`src/rtl/gascon_pkg.sv`:
```
// Shared types, rotation tables and helpers for the Gascon permutation engine.
// Latency: n/a (declarations only).
// Backpressure: n/a.
package gascon_pkg;

    typedef enum logic [1:0] {
        IDLE,
        RUN,
        DONE
    } state_e;

    // Linear-layer rotation amounts per 64-bit word; the 192-bit state uses words 0..2.
    localparam int ROT0 [5] = '{19, 61, 1, 10, 7};
    localparam int ROT1 [5] = '{28, 39, 6, 17, 41};

    // Round constant: descending nibble above ascending nibble of the round index.
    function automatic logic [63:0] round_const(input logic [3:0] i);
        return {56'b0, 4'hf - i, i};
    endfunction

    function automatic logic [63:0] ror64(input logic [63:0] x, input int r);
        return (x >> r) | (x << (64 - r));
    endfunction

endpackage

```
`src/rtl/gascon_round.sv`:
```
// One Gascon round: round constant, s-box layer, linear layer.
// Latency: purely combinational.
// Backpressure: none; en=0 passes the state through untouched.
module gascon_round
    import gascon_pkg::*;
#(
    parameter int CWIDTH = 320
) (
    input  logic [CWIDTH-1:0] state_in,
    input  logic [3:0]        idx,
    input  logic              en,
    output logic [CWIDTH-1:0] state_out
);

    localparam int N   = CWIDTH / 64;
    localparam int MID = (N - 1) / 2;

    logic [63:0]       w [N];
    logic [63:0]       t [N];
    logic [CWIDTH-1:0] res;

    // Round datapath, written in the same step order as the algorithm description.
    always_comb begin
        for (int k = 0; k < N; k++) begin
            w[k] = state_in[64*k +: 64];
        end
        w[MID] = w[MID] ^ round_const(idx);
        // s-box pre-mix; ascending order so w[0] sees the old w[N-1]
        for (int k = 0; k <= MID; k++) begin
            w[2*k] = w[2*k] ^ w[(2*k + N - 1) % N];
        end
        for (int j = 0; j < N; j++) begin
            t[j] = ~w[j] & w[(j + 1) % N];
        end
        for (int j = 0; j < N; j++) begin
            w[j] = w[j] ^ t[(j + 1) % N];
        end
        for (int k = 0; k < MID; k++) begin
            w[2*k+1] = w[2*k+1] ^ w[2*k];
        end
        w[0]   = w[0] ^ w[N-1];
        w[MID] = ~w[MID];
        for (int k = 0; k < N; k++) begin
            w[k] = w[k] ^ ror64(w[k], ROT0[k]) ^ ror64(w[k], ROT1[k]);
        end
        res = '0;
        for (int k = 0; k < N; k++) begin
            res[64*k +: 64] = w[k];
        end
        state_out = en ? res : state_in;
    end

endmodule

```
`src/rtl/gascon_permutation.sv`:
```
// Iterated Gascon permutation: runs the last R of ROUNDS_MAX rounds, ROUNDS_PER_CYCLE per clock.
// Latency: done asserts ceil(R_eff/RPC)+1 cycles after start is sampled (1 cycle for R_eff=0).
// Backpressure: start is taken only while ready (IDLE or DONE); start in RUN is ignored.
module gascon_permutation
    import gascon_pkg::*;
#(
    parameter int  CWIDTH           = 320,
    parameter int  ROUNDS_MAX       = 12,
    parameter int  ROUNDS_PER_CYCLE = 1,
    localparam int RW               = $clog2(ROUNDS_MAX + 1),
    localparam int IW               = $clog2(ROUNDS_MAX + ROUNDS_PER_CYCLE + 1)
) (
    input  logic              clk,
    input  logic              reset,
    input  logic              start,
    input  logic [RW-1:0]     rounds,
    input  logic              abort,
    input  logic [CWIDTH-1:0] state_in,
    output logic              ready,
    output logic              busy,
    output logic              done,
    output logic [CWIDTH-1:0] state_out
);

    localparam int RPC = ROUNDS_PER_CYCLE;

    state_e            fsm_q, fsm_d;
    logic [IW-1:0]     idx_q, idx_d;
    logic [CWIDTH-1:0] st_q, st_d;
    logic [RW-1:0]     r_eff;
    logic [CWIDTH-1:0] chain [RPC+1];

    // Requests beyond the schedule length run the whole schedule.
    assign r_eff    = (rounds > RW'(ROUNDS_MAX)) ? RW'(ROUNDS_MAX) : rounds;
    assign chain[0] = st_q;

    // Unrolled round chain; stages past the end of the schedule pass through,
    // so a partial last cycle still applies exactly R_eff rounds.
    for (genvar g = 0; g < RPC; g++) begin : g_stage
        logic [31:0] sidx;
        assign sidx = 32'(idx_q) + 32'(g);
        gascon_round #(
            .CWIDTH(CWIDTH)
        ) u_round (
            .state_in (chain[g]),
            .idx      (sidx[3:0]),
            .en       (sidx < 32'(ROUNDS_MAX)),
            .state_out(chain[g+1])
        );
    end

    // Next-state: load on accepted start, iterate in RUN, abort always wins.
    always_comb begin
        fsm_d = fsm_q;
        idx_d = idx_q;
        st_d  = st_q;
        unique case (fsm_q)
            IDLE, DONE: begin
                if (abort) begin
                    fsm_d = IDLE;
                end else if (start) begin
                    st_d  = state_in;
                    idx_d = IW'(ROUNDS_MAX) - IW'(r_eff);
                    fsm_d = (r_eff == '0) ? DONE : RUN;
                end else begin
                    fsm_d = IDLE;
                end
            end
            RUN: begin
                if (abort) begin
                    fsm_d = IDLE;
                end else begin
                    st_d  = chain[RPC];
                    idx_d = idx_q + IW'(RPC);
                    if (idx_q + IW'(RPC) >= IW'(ROUNDS_MAX)) begin
                        fsm_d = DONE;
                    end
                end
            end
            default: fsm_d = IDLE;
        endcase
    end

    // State, round index and permutation state registers.
    always_ff @(posedge clk or negedge reset) begin
        if (!reset) begin
            fsm_q <= IDLE;
            idx_q <= '0;
            st_q  <= '0;
        end else begin
            fsm_q <= fsm_d;
            idx_q <= idx_d;
            st_q  <= st_d;
        end
    end

    assign ready     = (fsm_q == IDLE) || (fsm_q == DONE);
    assign busy      = (fsm_q == RUN);
    assign done      = (fsm_q == DONE);
    assign state_out = st_q;

endmodule

```
`config.mk`:
```
export PLATFORM = sky130hd
export DESIGN_NAME = gascon_permutation
export DESIGN_NICKNAME = d
export VERILOG_FILES = /design/src/rtl/gascon_pkg.sv /design/src/rtl/gascon_round.sv /design/src/rtl/gascon_permutation.sv
export SDC_FILE = /design/constraint.sdc
export NUM_CORES = 2
export LEC_CHECK = 0
export CORE_AREA = 2 2 255 257
export DETAILED_ROUTE_END_ITERATION = 8
export DIE_AREA = 0 0 257 259
export PLACE_DENSITY_LB_ADDON = 0.1
export SLEW_MARGIN = 40
export SYNTH_ARGS = -nofsm -noshare
export SYNTH_HDL_FRONTEND = slang
export SYNTH_SLANG_ARGS = --single-unit
```
`constraint.sdc`:
```
create_clock -name clk -period 2.45 [get_ports clk]
set_input_delay 0.245 -clock clk [delete_from_list [all_inputs] [get_ports clk]]
set_output_delay 0.245 -clock clk [all_outputs]
set_load 0.05 [all_outputs]
```
==> run_results.csv <==
group,metric,value,unit
yosys,ys_types,36,
placed_design,dpl.hpwl,129000,um
clock_network,clock_sinks,326,
drt,first_pass_iters,5,
global_route,globalRoute.totalOverflow,0,
yosys,synth_top_flop_cell,"dfrtp_1",
yosys,syn-num-nets,3795,
worst_setup_path,crit_fanout,4,
worst_setup_path,crit_buf_inv,1,
placed_design,place_congestion,1.07,
yosys,synthAdderAreaFrac,7.40,%
yosys,ys_top_cells_by_area,"dfrtp_1 28%, xnor2_1 23%, xor2_1 9.7%",
yosys,synth-simple-area-share,11.2,%
yosys,syn_inst,3337,
worst_setup_path,cp_slowest_stage_delay,530,ps
worst_setup_path,critPathCaptureType,"register",
clock_network,cts_tree,"built",
yosys,synth_top_cell_by_area,"dfrtp_1",
sta,setup_ws,-2.27,ps
layout,fillers,5371,
sta,min_period_over_period,100,%
global_route,antenna_found_initial,4,
yosys,synth_seq_cells,326,
drt,dr.first_iter.drc_count,3672,
outcome,violations,"setup timing",
layout,multi_input_area,0.0202,mm^2
layout,final_cells,5376,
drt,ant_nets,0,
floorplanning,fp.dieArea,0.0666,mm^2
run,cap_viol_max_count,0,
sta,slew_violations,0,
global_route,grt_pass1_vias,29512,
yosys,synth_xor_area_share,37.6,%
drt,routed_wl,155000,um
sta,finalSetupViolCount,2,
yosys,synth.area.mux_share,0.239,%
placed_design,dp_slack,-133,ps
worst_setup_path,path_class,"reg -> reg",
outcome,status,"finished with violations",
clock_network,numCtsBuffers,43,
floorplanning,initial_core_util,45.9,%
clock_network,clk_latency,600,ps
sta,fmax,408,MHz
layout,final_cell_mix,"754 x xnor2_1, 648 x clkdlybuf4s50_1, 560 x buf_4",
worst_setup_path,worst_path_max_delay_cell,"xnor3_1",
drt,drc_errors,0,
clock_network,clockBufferDepth,3,
layout,layout_commonest_cell,"xnor2_1",
sta,hold_violations,0,
yosys,syn_area_per_cell,8.78,um^2
yosys,yosysTopAreaCellShare,27.8,%
clock_network,path_clk_slew,60,ps
placed_design,dp.cells,5290,
worst_setup_path,rrSetupSlack,-2,ps
drt,num_vias,30601,
yosys,synth_edf_count,0,
floorplanning,rows,93,
yosys,synth_warnings,0,
global_route,grt_start_max_net_pins,193,
yosys,async_flop_share,100,%
floorplanning,die_w,257,um
worst_setup_path,worst_setup_path_start_kind,"register",
sta,fin_skew,21.0,ps
placed_design,io_buffer_count,650,
worst_setup_path,worst_ep_arrival_time,2970,ps
layout,final_nets,4944,
worst_hold_path,min_path_type,"in -> reg",
layout,final_util,67.5,%
worst_setup_path,required,2960,ps
sta,hold_slack,233,ps
yosys,synth_top_family_by_area,"XOR/XNOR gates",
global_route,grt_usage,45.6,%
yosys,synth_compound_area_share,11.3,%
global_route,grt_pass1_wl,217000,um
layout,syn2layout_area_growth,47.2,%
floorplanning,die_h,259,um
clock_network,cts_max_level,2,
sta,period_minus_slack,2450,ps
sta,relSlewSlack,42.4,%
yosys,syn_area,0.0293,mm^2
worst_setup_path,critical_path.top_delay_family,"XOR/XNOR gates",
yosys,ys_seq_area_share,27.8,%
drt,wl_per_cell,28.9,um
sta,worst_pin_slew,858,ps
floorplanning,ios,651,
worst_setup_path,crit_chain,"inv_1 -> ha_1 -> xor2_1 -> xnor2_1 -> xnor3_1 -> a211o_1 -> o21ai_0",
clock_network,clock_tree.root_cell,"clkbuf_16",
layout,regArea,0.00816,mm^2
drt,viasPerCell,5.69,
floorplanning,core_area,0.0639,mm^2
layout,drive_above_1_share,16.4,%
==> cell families after synthesis <==
logic type                 Yosys count
buffers and inverters              337
xor gates and xnor gates          1170
adders and majority gates          184
AOI/OAI and AO/OA                  515
and+or+nand+nor                    798
muxes                                7
DFF                                326
==> layout make-up <==
type | count | share of cell area (%)
Inverter | 193 | 1.68
Antenna cell | 2 | 0.0116
Sequential cell | 326 | 18.9
Multi-Input combinational cell | 2674 | 46.7
Clock inverter | 18 | 0.513
Clock buffer | 60 | 3.04
Timing Repair Buffer | 1248 | 26.6
Tap cell | 855 | 2.48
==> synth_stat cells (all sizes together), types with 10 or more instances <==
| cell type | instances |
|---|---|
| xnor3 | 44 |
| a21o | 12 |
| xnor2 | 799 |
| inv | 193 |
| nand3 | 212 |
| maj3 | 54 |
| o211ai | 192 |
| a211oi | 10 |
| o221ai | 18 |
| nand2 | 336 |
| buf | 29 |
| dfrtp | 326 |
| o21ai | 150 |
| a211o | 29 |
| a21oi | 91 |
| clkbuf | 115 |
| ha | 130 |
| nor2 | 245 |
| xor2 | 325 |
==> sequential cells by signal (all words and copies together), names as in the netlist <==
register,count
fsm_q,2
state_out,320
idx_q,4
==> tightest hold or removal path: cells and delay by family <==
family | cells | cell delay, ps
AO/OA/AOI/OAI | 1 | 80
buffers and inverters | 1 | 400
AND/OR/NAND/NOR | 1 | 60
==> metrics by stage <==
stage	cell area, um^2	setup TNS [ps]
floorplan	29300	0
global placement	41200	-294
detailed placement	41200	-407
CTS	42900	-26.3
global route	43100	-12.1
finish	43100	-3.65
==> final timing paths <==
path	to	start	cells past startpoint
setup / recovery	state_out[112]$_DFFE_PN0P_	state_out[112]$_DFFE_PN0P_	7
hold / removal	state_out[308]$_DFFE_PN0P_	state_in[308]	3
setup reg to reg	state_out[112]$_DFFE_PN0P_	state_out[112]$_DFFE_PN0P_	7
hold reg to reg	state_out[134]$_DFFE_PN0P_	state_out[134]$_DFFE_PN0P_	2
max in group asynchronous	state_out[258]$_DFFE_PN0P_	reset	3
min in group asynchronous	state_out[131]$_DFFE_PN0P_	reset	2
==> repair_timing <==
action | 4_1_cts | 5_1_grt
pin swaps | 0 | 9
buffers inserted | 0 | 4
gates resized for setup | 9 | 33
hold endpoints to repair | 51 | 0
setup endpoints to repair | 13 | 38
hold buffers | 1 | 0
==> routing by layer <==
metal | track usage, % | wire length, um
met3 | 9.39 | 15700
met2 | 70.1 | 67900
met4 | 26.2 | 10800
met1 | 59.6 | 60900
met5 | 0 | 21
Power is left out: the tool's default activity adds up to more than one toggle a clock period on the data nets, which glitch-free logic cannot reach.
